`config.mk`:
```
export PLATFORM = sky130hd
export DESIGN_NAME = udma_uart_tx_arb
export DESIGN_NICKNAME = d
export VERILOG_FILES = /design/src/rtl/udma_uart_tx_arb.sv
export SDC_FILE = /design/constraint.sdc
export NUM_CORES = 1
export LEC_CHECK = 0
export BUFFER_PORTS_ARGS = -buffer_cell sky130_fd_sc_hd__buf_4
export CAP_MARGIN = 20
export CORE_MARGIN = 2
export CORE_UTILIZATION = 42
export DETAILED_ROUTE_END_ITERATION = 6
export HOLD_SLACK_MARGIN = 0.03
export PLACE_DENSITY_LB_ADDON = 0.15
export SKIP_CTS_REPAIR_TIMING = 1
export SYNTH_ARGS = -nofsm -noshare
export SYNTH_HDL_FRONTEND = slang
export SYNTH_SLANG_ARGS = --single-unit
export TNS_END_PERCENT = 50
```
`constraint.sdc`:
```
create_clock -name sys_clk_i -period 1.7 [get_ports sys_clk_i]
set_input_delay 0.34 -clock sys_clk_i [delete_from_list [all_inputs] [get_ports sys_clk_i]]
set_output_delay 0.34 -clock sys_clk_i [all_outputs]
set_load 0.02 [all_outputs]
```
`src/rtl/udma_uart_tx_arb.sv`:
```
// udma_uart_tx_arb
// Round-robin arbiter that merges NUM_REQ byte streams into the single UART TX
// byte stream feeding the TX dual-clock FIFO. Each grant is a bounded burst of
// cfg_burst_i+1 bytes, so one source's bytes stay contiguous without starving
// the other sources. The output byte is held in a one-entry register.
module udma_uart_tx_arb #(
  parameter int NUM_REQ    = 2,
  parameter int DATA_WIDTH = 8,
  parameter int BURST_W    = 4
) (
  input  logic                          sys_clk_i,
  input  logic                          rstn_i,
  input  logic                          cfg_en_i,
  input  logic [NUM_REQ-1:0]            cfg_mask_i,
  input  logic [BURST_W-1:0]            cfg_burst_i,
  input  logic [NUM_REQ*DATA_WIDTH-1:0] req_data_i,
  input  logic [NUM_REQ-1:0]            req_valid_i,
  output logic [NUM_REQ-1:0]            req_ready_o,
  output logic [DATA_WIDTH-1:0]         out_data_o,
  output logic                          out_valid_o,
  input  logic                          out_ready_i,
  output logic [$clog2(NUM_REQ)-1:0]    out_src_o,
  output logic [NUM_REQ-1:0]            grant_o,
  output logic                          busy_o
);

  localparam int IDX_W = $clog2(NUM_REQ);
  localparam logic [IDX_W-1:0] LAST_IDX = IDX_W'(NUM_REQ - 1);

  typedef enum logic {
    S_IDLE  = 1'b0,
    S_GRANT = 1'b1
  } state_t;

  state_t               state_reg;
  logic [IDX_W-1:0]     owner_reg;
  logic [IDX_W-1:0]     rr_ptr_reg;
  logic [BURST_W-1:0]   burst_cnt_reg;

  logic [DATA_WIDTH-1:0] req_data_arr [NUM_REQ];
  logic [NUM_REQ-1:0]    eligible;
  logic [IDX_W-1:0]      scan_idx;
  logic [IDX_W-1:0]      pick;
  logic                  pick_found;
  logic                  in_grant;
  logic                  slot_free;
  logic                  owner_ok;
  logic                  owner_stay;
  logic                  accept;
  logic                  burst_done;
  logic                  grant_exit;

  assign slot_free = ~out_valid_o | out_ready_i;
  assign eligible  = req_valid_i & cfg_mask_i & {NUM_REQ{cfg_en_i}};
  assign in_grant  = (state_reg == S_GRANT);

  // The owner may keep transferring only while it stays enabled; ready is
  // gated by the same terms so a source never sees a handshake for a byte
  // that the arbiter refuses in that cycle.
  assign owner_ok   = in_grant & cfg_en_i & cfg_mask_i[owner_reg];
  assign owner_stay = owner_ok & req_valid_i[owner_reg];
  assign accept     = owner_stay & slot_free;
  // Compare with >= so lowering cfg_burst_i below the running count ends the
  // grant at the next accepted byte instead of running to counter wrap.
  assign burst_done = (burst_cnt_reg >= cfg_burst_i);
  assign grant_exit = in_grant & (~owner_stay | (accept & burst_done));
  assign busy_o     = in_grant | out_valid_o;

  for (genvar gi = 0; gi < NUM_REQ; gi++) begin : g_req
    assign req_data_arr[gi] = req_data_i[gi*DATA_WIDTH +: DATA_WIDTH];
    assign req_ready_o[gi]  = owner_ok & slot_free & (owner_reg == IDX_W'(gi));
  end

  // Round-robin pick: first eligible index scanning upward from rr_ptr, wrapping.
  always_comb begin
    scan_idx   = rr_ptr_reg;
    pick       = '0;
    pick_found = 1'b0;
    for (int k = 0; k < NUM_REQ; k++) begin
      if (!pick_found && eligible[scan_idx]) begin
        pick       = scan_idx;
        pick_found = 1'b1;
      end
      scan_idx = (scan_idx == LAST_IDX) ? '0 : scan_idx + IDX_W'(1);
    end
  end

  // Grant FSM: owner, burst count, rotation pointer and registered grant vector.
  always_ff @(posedge sys_clk_i or negedge rstn_i) begin
    if (!rstn_i) begin
      state_reg     <= S_IDLE;
      owner_reg     <= '0;
      rr_ptr_reg    <= '0;
      burst_cnt_reg <= '0;
      grant_o       <= '0;
    end else begin
      case (state_reg)
        S_IDLE: begin
          if (pick_found) begin
            state_reg     <= S_GRANT;
            owner_reg     <= pick;
            burst_cnt_reg <= '0;
            for (int i = 0; i < NUM_REQ; i++) begin
              grant_o[i] <= (pick == IDX_W'(i));
            end
          end
        end
        S_GRANT: begin
          if (grant_exit) begin
            state_reg  <= S_IDLE;
            grant_o    <= '0;
            rr_ptr_reg <= (owner_reg == LAST_IDX) ? '0 : owner_reg + IDX_W'(1);
          end else if (accept) begin
            burst_cnt_reg <= burst_cnt_reg + BURST_W'(1);
          end
        end
        default: begin
          state_reg <= S_IDLE;
          grant_o   <= '0;
        end
      endcase
    end
  end

  // One-entry output register: load on accept, otherwise drain when downstream is ready.
  always_ff @(posedge sys_clk_i or negedge rstn_i) begin
    if (!rstn_i) begin
      out_valid_o <= 1'b0;
      out_data_o  <= '0;
      out_src_o   <= '0;
    end else if (accept) begin
      out_valid_o <= 1'b1;
      out_data_o  <= req_data_arr[owner_reg];
      out_src_o   <= owner_reg;
    end else if (out_ready_i) begin
      out_valid_o <= 1'b0;
    end
  end

endmodule

```
Word-level counts from Yosys, hierarchy flattened --
Cells that the tools add are included.
Storage, ports and cells: bits in registers 19, latch bits 0, bits in writable memories 0, ROM bits 0, bits of input ports 28, output and inout bits 15, word-level logic and storage cells 76, memories kept 0
Cells by class: add/sub/neg operators 3, multipliers 0, divide/modulo/power cells 0, order comparisons 5, equal/unequal tests 4, shift-type cells 0, muxes and demuxes 29, bitwise logic cells 20, reduce and logical (&&, ||, !) cells 7
Operators with widths (number):
- 8-bit 2-to-1 mux | 3
- 1-bit 2-to-1 mux | 18
- 4-bit 2-to-1 mux | 3
- 1-bit bitwise AND | 9
- 4-bit case mux with 2 select lines | 1
- 1-bit by 2-bit < comparator with 1-bit output (second input constant) | 3
- 2-bit AND reduction | 3
- 1-bit inverter | 5
- 4-bit by 1-bit adder with 4-bit output (second input constant) | 1
- 2-bit bitwise AND | 2
- 4-bit >= comparator | 1
- 2-bit 2-to-1 mux | 2
- 2-bit by 1-bit != test with 1-bit output (second input constant) | 2
- 2-bit != test (second input constant) | 2
- 2-bit case mux with 2 select lines | 1
- 1-bit bitwise OR | 3
- 3-bit AND reduction | 1
- 1-bit adder (second input constant) | 2
- 2-bit >= comparator (second input constant) | 1
- 1-bit inverter with 2-bit output | 1
- 1-bit case mux with 2 select lines | 1
- 2-bit nonzero test | 1
- 1-bit logical AND | 1
- 1-bit zero test | 1

Logic depth before layout (Yosys ltp) --
word-level depth 11, mapped depth 7, depth with buffers taken out 7

Least setup slack after synthesis --
Ideal clock, no wire load.
path kind reg2reg, start point reg burst_cnt_reg[0], end point reg burst_cnt_reg[0], setup time 125 ps, arrival time 1731 ps, required time 1575 ps, setup slack -155 ps, stages on the path, launching flop included 8, path buffers 0, clock period less this slack 1855 ps, cells stage by stage dfrtp_1 inv_1 ha_1 nand2b_4 a2111oi_4 nor2_1 o21a_1 mux2_2
On the way: longest elaborated chain between the ends 6, elaborated cells on any way between the ends 10, those cells by class add/sub (1); order compare (1); eq/ne (1); mux (3); bitwise (3); reduce/logical (1)
Ends and longest elaborated chain:
- start, declared | line 38 | logic [BURST_W-1:0] burst_cnt_reg;
- start signal, assigned | line 114 | burst_cnt_reg <= burst_cnt_reg + BURST_W'(1);
- 4-bit >= comparator | line 65 | assign burst_done = (burst_cnt_reg >= cfg_burst_i);
- 1-bit bitwise AND | line 66 | assign grant_exit = in_grant & (~owner_stay | (accept & burst_done));
- 1-bit bitwise OR | line 66
- 1-bit bitwise AND | line 66
- 2-bit != test (no source line)
- 3-bit AND reduction (no source line)
Several ways; a longest one is shown, not always the timed one. The select of a mux whose other input is x is not followed. A chain may end at the register's enable or synchronous reset.

Worst setup path in the final report --
Same ends and word-level chain as after synthesis.

==> summary.md <==
| Metric | Value |
|---|---|
| Status | `finished with violations` |
| Violated checks | `setup timing` |
| Synth Flop Type | `dfrtp_1` |
| Seq/Total Area, Yosys | `44.9%` |
| Final worst path period share | `111%` |
| Area occupied by multi-input gates | `566 um2` |
| Final WS setup | `-180 ps` |
| Max-Cap Viols | `0` |
| I/O pin count | `43` |
| Routed wire length | `2.37 mm` |
| Crit path max fanout | `3` |
| Final ANT Viol Nets | `0` |
| CTS tree | `yes` |
| Clk buf depth | `2` |
| Worst VDD drop | `793 uV` |
| Worst rel slew slack | `74.8%` |
| RD Place Congestion | `0.801` |
| Initial antenna violation count | `0` |
| Register area | `477 um2` |
| Post-DR wirelength/cell | `12.5 um` |
| NumNets Final | `193` |
| Antenna diode count | `0` |
| Mapped Nets | `138` |
| DR top layer | `met4` |
| Synth Instances | `105` |
| Final Max Slew Viols | `0` |
| Largest net degree at the start of global routing | `20` |
| Filler instances | `223` |
| Hold Worst Slack | `307 ps` |
| Share of layout cells above drive strength 1 | `43.4%` |
| Routed vias | `974` |
| Initial detailed-routing violation count | `14` |
| H-tree levels | `1` |
| Setup CP Type | `reg -> reg` |
| Final Hold Fails | `0` |
| Clk root buf | `clkbuf_4` |
| Initial Util | `43.6%` |
| M1 WL | `1.06 mm` |
| Fmax | `532 MHz` |
| Top cell type by total area after synthesis | `dfrtp_1` |
| Layout Cells excl Fill | `189` |
| Ranking of synthesized cells by area | `dfrtp_1 45%, mux2i_1 8.5%, ha_1 5.9%` |
| Die X | `54.2 um` |
| Max FFs per register | `8` |
| Clk Latency, worst-skew pair | `290 ps` |
| Dpl cells | `183` |
| Async set-or-reset flop fraction in the synthesized netlist | `100%` |
| Pwr Total | `1.68 mW` |
| Dominant cell by count in the synthesized netlist | `dfrtp_1` |
| Total grt overflow | `0` |
| Synth cell count leaders | `19 x dfrtp_1, 12 x nor2_1, 9 x a21oi_1, 9 x mux2i_1, 9 x nand2_1` |
| Leakage | `0.784 nW` |
| Clock Pin Slew Worst Setup and Hold Paths | `110 ps` |
| Synth-to-Final Area Change | `45.7%` |
| Crit path cell chain | `inv_1 > ha_1 > nand2b_4 > a2111oi_4 > nor2_2 > o21a_1 > mux2_4` |
| Row count | `18` |
| Total core area | `2430 um2` |
| Final TNS setup | `-807 ps` |
| Die Ht | `54.2 um` |
| Fin util | `63.5%` |
| Slowest cell on crit path | `a2111oi_4` |
| Power per Cell Area | `1090 nW/um2` |
| R2R Setup Slk | `-180 ps` |
| Final setup viols | `7` |
| Crit-path max cell delay | `410 ps` |
| Drc violations | `0` |
| Tot GR Track Use | `18.2%` |
| Type of the most critical hold path | `in -> reg` |
| EDFF count, synth | `0` |
| First-pass GRT wire length | `3.81 mm` |
| Worst Skew | `4.16 ps` |
| Final min period | `1880 ps` |
| Ys Warns | `0` |
| Port bufs | `42` |
| Per-instance average area after synthesis | `10.1 um2` |
| Yosys reg bits | `19` |
| Post-synth top area share | `44.9%` |
| Startpoint Class | `flip-flop` |
| Pre-antenna DRT Iters | `4` |
| Die Area | `2940 um2` |
| Met3 wire len | `101 um` |
| Worst path required time | `1890 ps` |
| Avg Vias per Cell | `5.15` |
| Unrepaired setup endpoints after global routing | `yes` |
| Worst EP arrival | `2070 ps` |
| Netlist cell types | `36` |
| Worst Setup End Kind | `flip-flop` |
| Total CTS buffers | `3` |
| CTS Sinks | `19` |
| Least-Margin Pin Slew | `377 ps` |
| Dpl hpwl | `1.81 mm` |
| Metal2 WL | `1.17 mm` |
| Synth Cell Area | `1060 um2` |
| Number of global-route vias before repair | `919` |
where the power goes:
| group | leakage [nW] | switching [mW] | internal, mW |
|---|---|---|---|
| Clock | 0.0150 | 0.140 | 0.0913 |
| Combinational | 0.534 | 0.388 | 0.382 |
| Sequential | 0.235 | 0.0874 | 0.591 |
| Total | 0.784 | 0.616 | 1.06 |
final cells by class:
class                           instances  share of cell area (%)
Clock buffer                            4                    1.70
Inverter                                8                    1.94
Multi-Input combinational cell         75                    36.6
Sequential cell                        19                    30.9
Tap cell                               30                    2.43
Timing Repair Buffer                   53                    26.4
stage by stage:
stage / instance area, um2 / worst slack (ps)
final: 1540 / -180
after global routing: 1540 / -252
after CTS: 1500 / -157
after detailed placement: 1470 / -217
after global placement: 1470 / -174
after floorplan: 1070 / -89.9
cell usage in the layout, fill, tap and decap left out, types with 2 or more instances in the layout:
master and n:
a21oi_1 9, buf_4 50, buf_6 2, clkbuf_4 3, dfrtp_1 18, ha_1 5, inv_1 7, mux2i_1 9
nand2_1 9, nand3_1 4, nor2_1 11, o21a_1 3, o21ai_2 2
final timing paths:
path	start	end	cells past startpoint
worst max-delay path	burst_cnt_reg[0]$_DFFE_PN0P_	burst_cnt_reg[0]$_DFFE_PN0P_	7
worst min-delay path	req_valid_i[1]	out_src_o$_DFFE_PN0P_	2
worst max register to register	burst_cnt_reg[0]$_DFFE_PN0P_	burst_cnt_reg[0]$_DFFE_PN0P_	7
worst min register to register	out_src_o$_DFFE_PN0P_	out_src_o$_DFFE_PN0P_	1
max in group asynchronous	rstn_i	in_grant$_DFF_PN0_	2
min in group asynchronous	rstn_i	burst_cnt_reg[3]$_DFFE_PN0P_	2
worst max-delay path: cells and delay by family (launching register included):
| kind | cells | cell delay, ps |
|---|---|---|
| mux | 1 | 260 |
| simple gates | 2 | 240 |
| fa+ha+maj | 1 | 260 |
| buf+inv | 1 | 40 |
| compound gates | 2 | 610 |
| flops | 1 | 360 |
cell families (layout without fill, tap and decap cells):
group / count (synthesis) / after routing / synth area share (%)
compound gates: 25 / 25 / 18.1
mux: 10 / 10 / 9.56
fa+ha+maj: 5 / 5 / 5.90
flops: 19 / 19 / 44.9
buf+inv: 11 / 65 / 4.37
simple gates: 35 / 35 / 17.2
metal layers:
metal	vias up	global-route usage (%)
li1	482	-
met2	30	31.5
met1	458	21.9
met5	-	0
met3	4	3.55
met4	0	7.50
No activity file was read; power rests on OpenSTA's default activity.
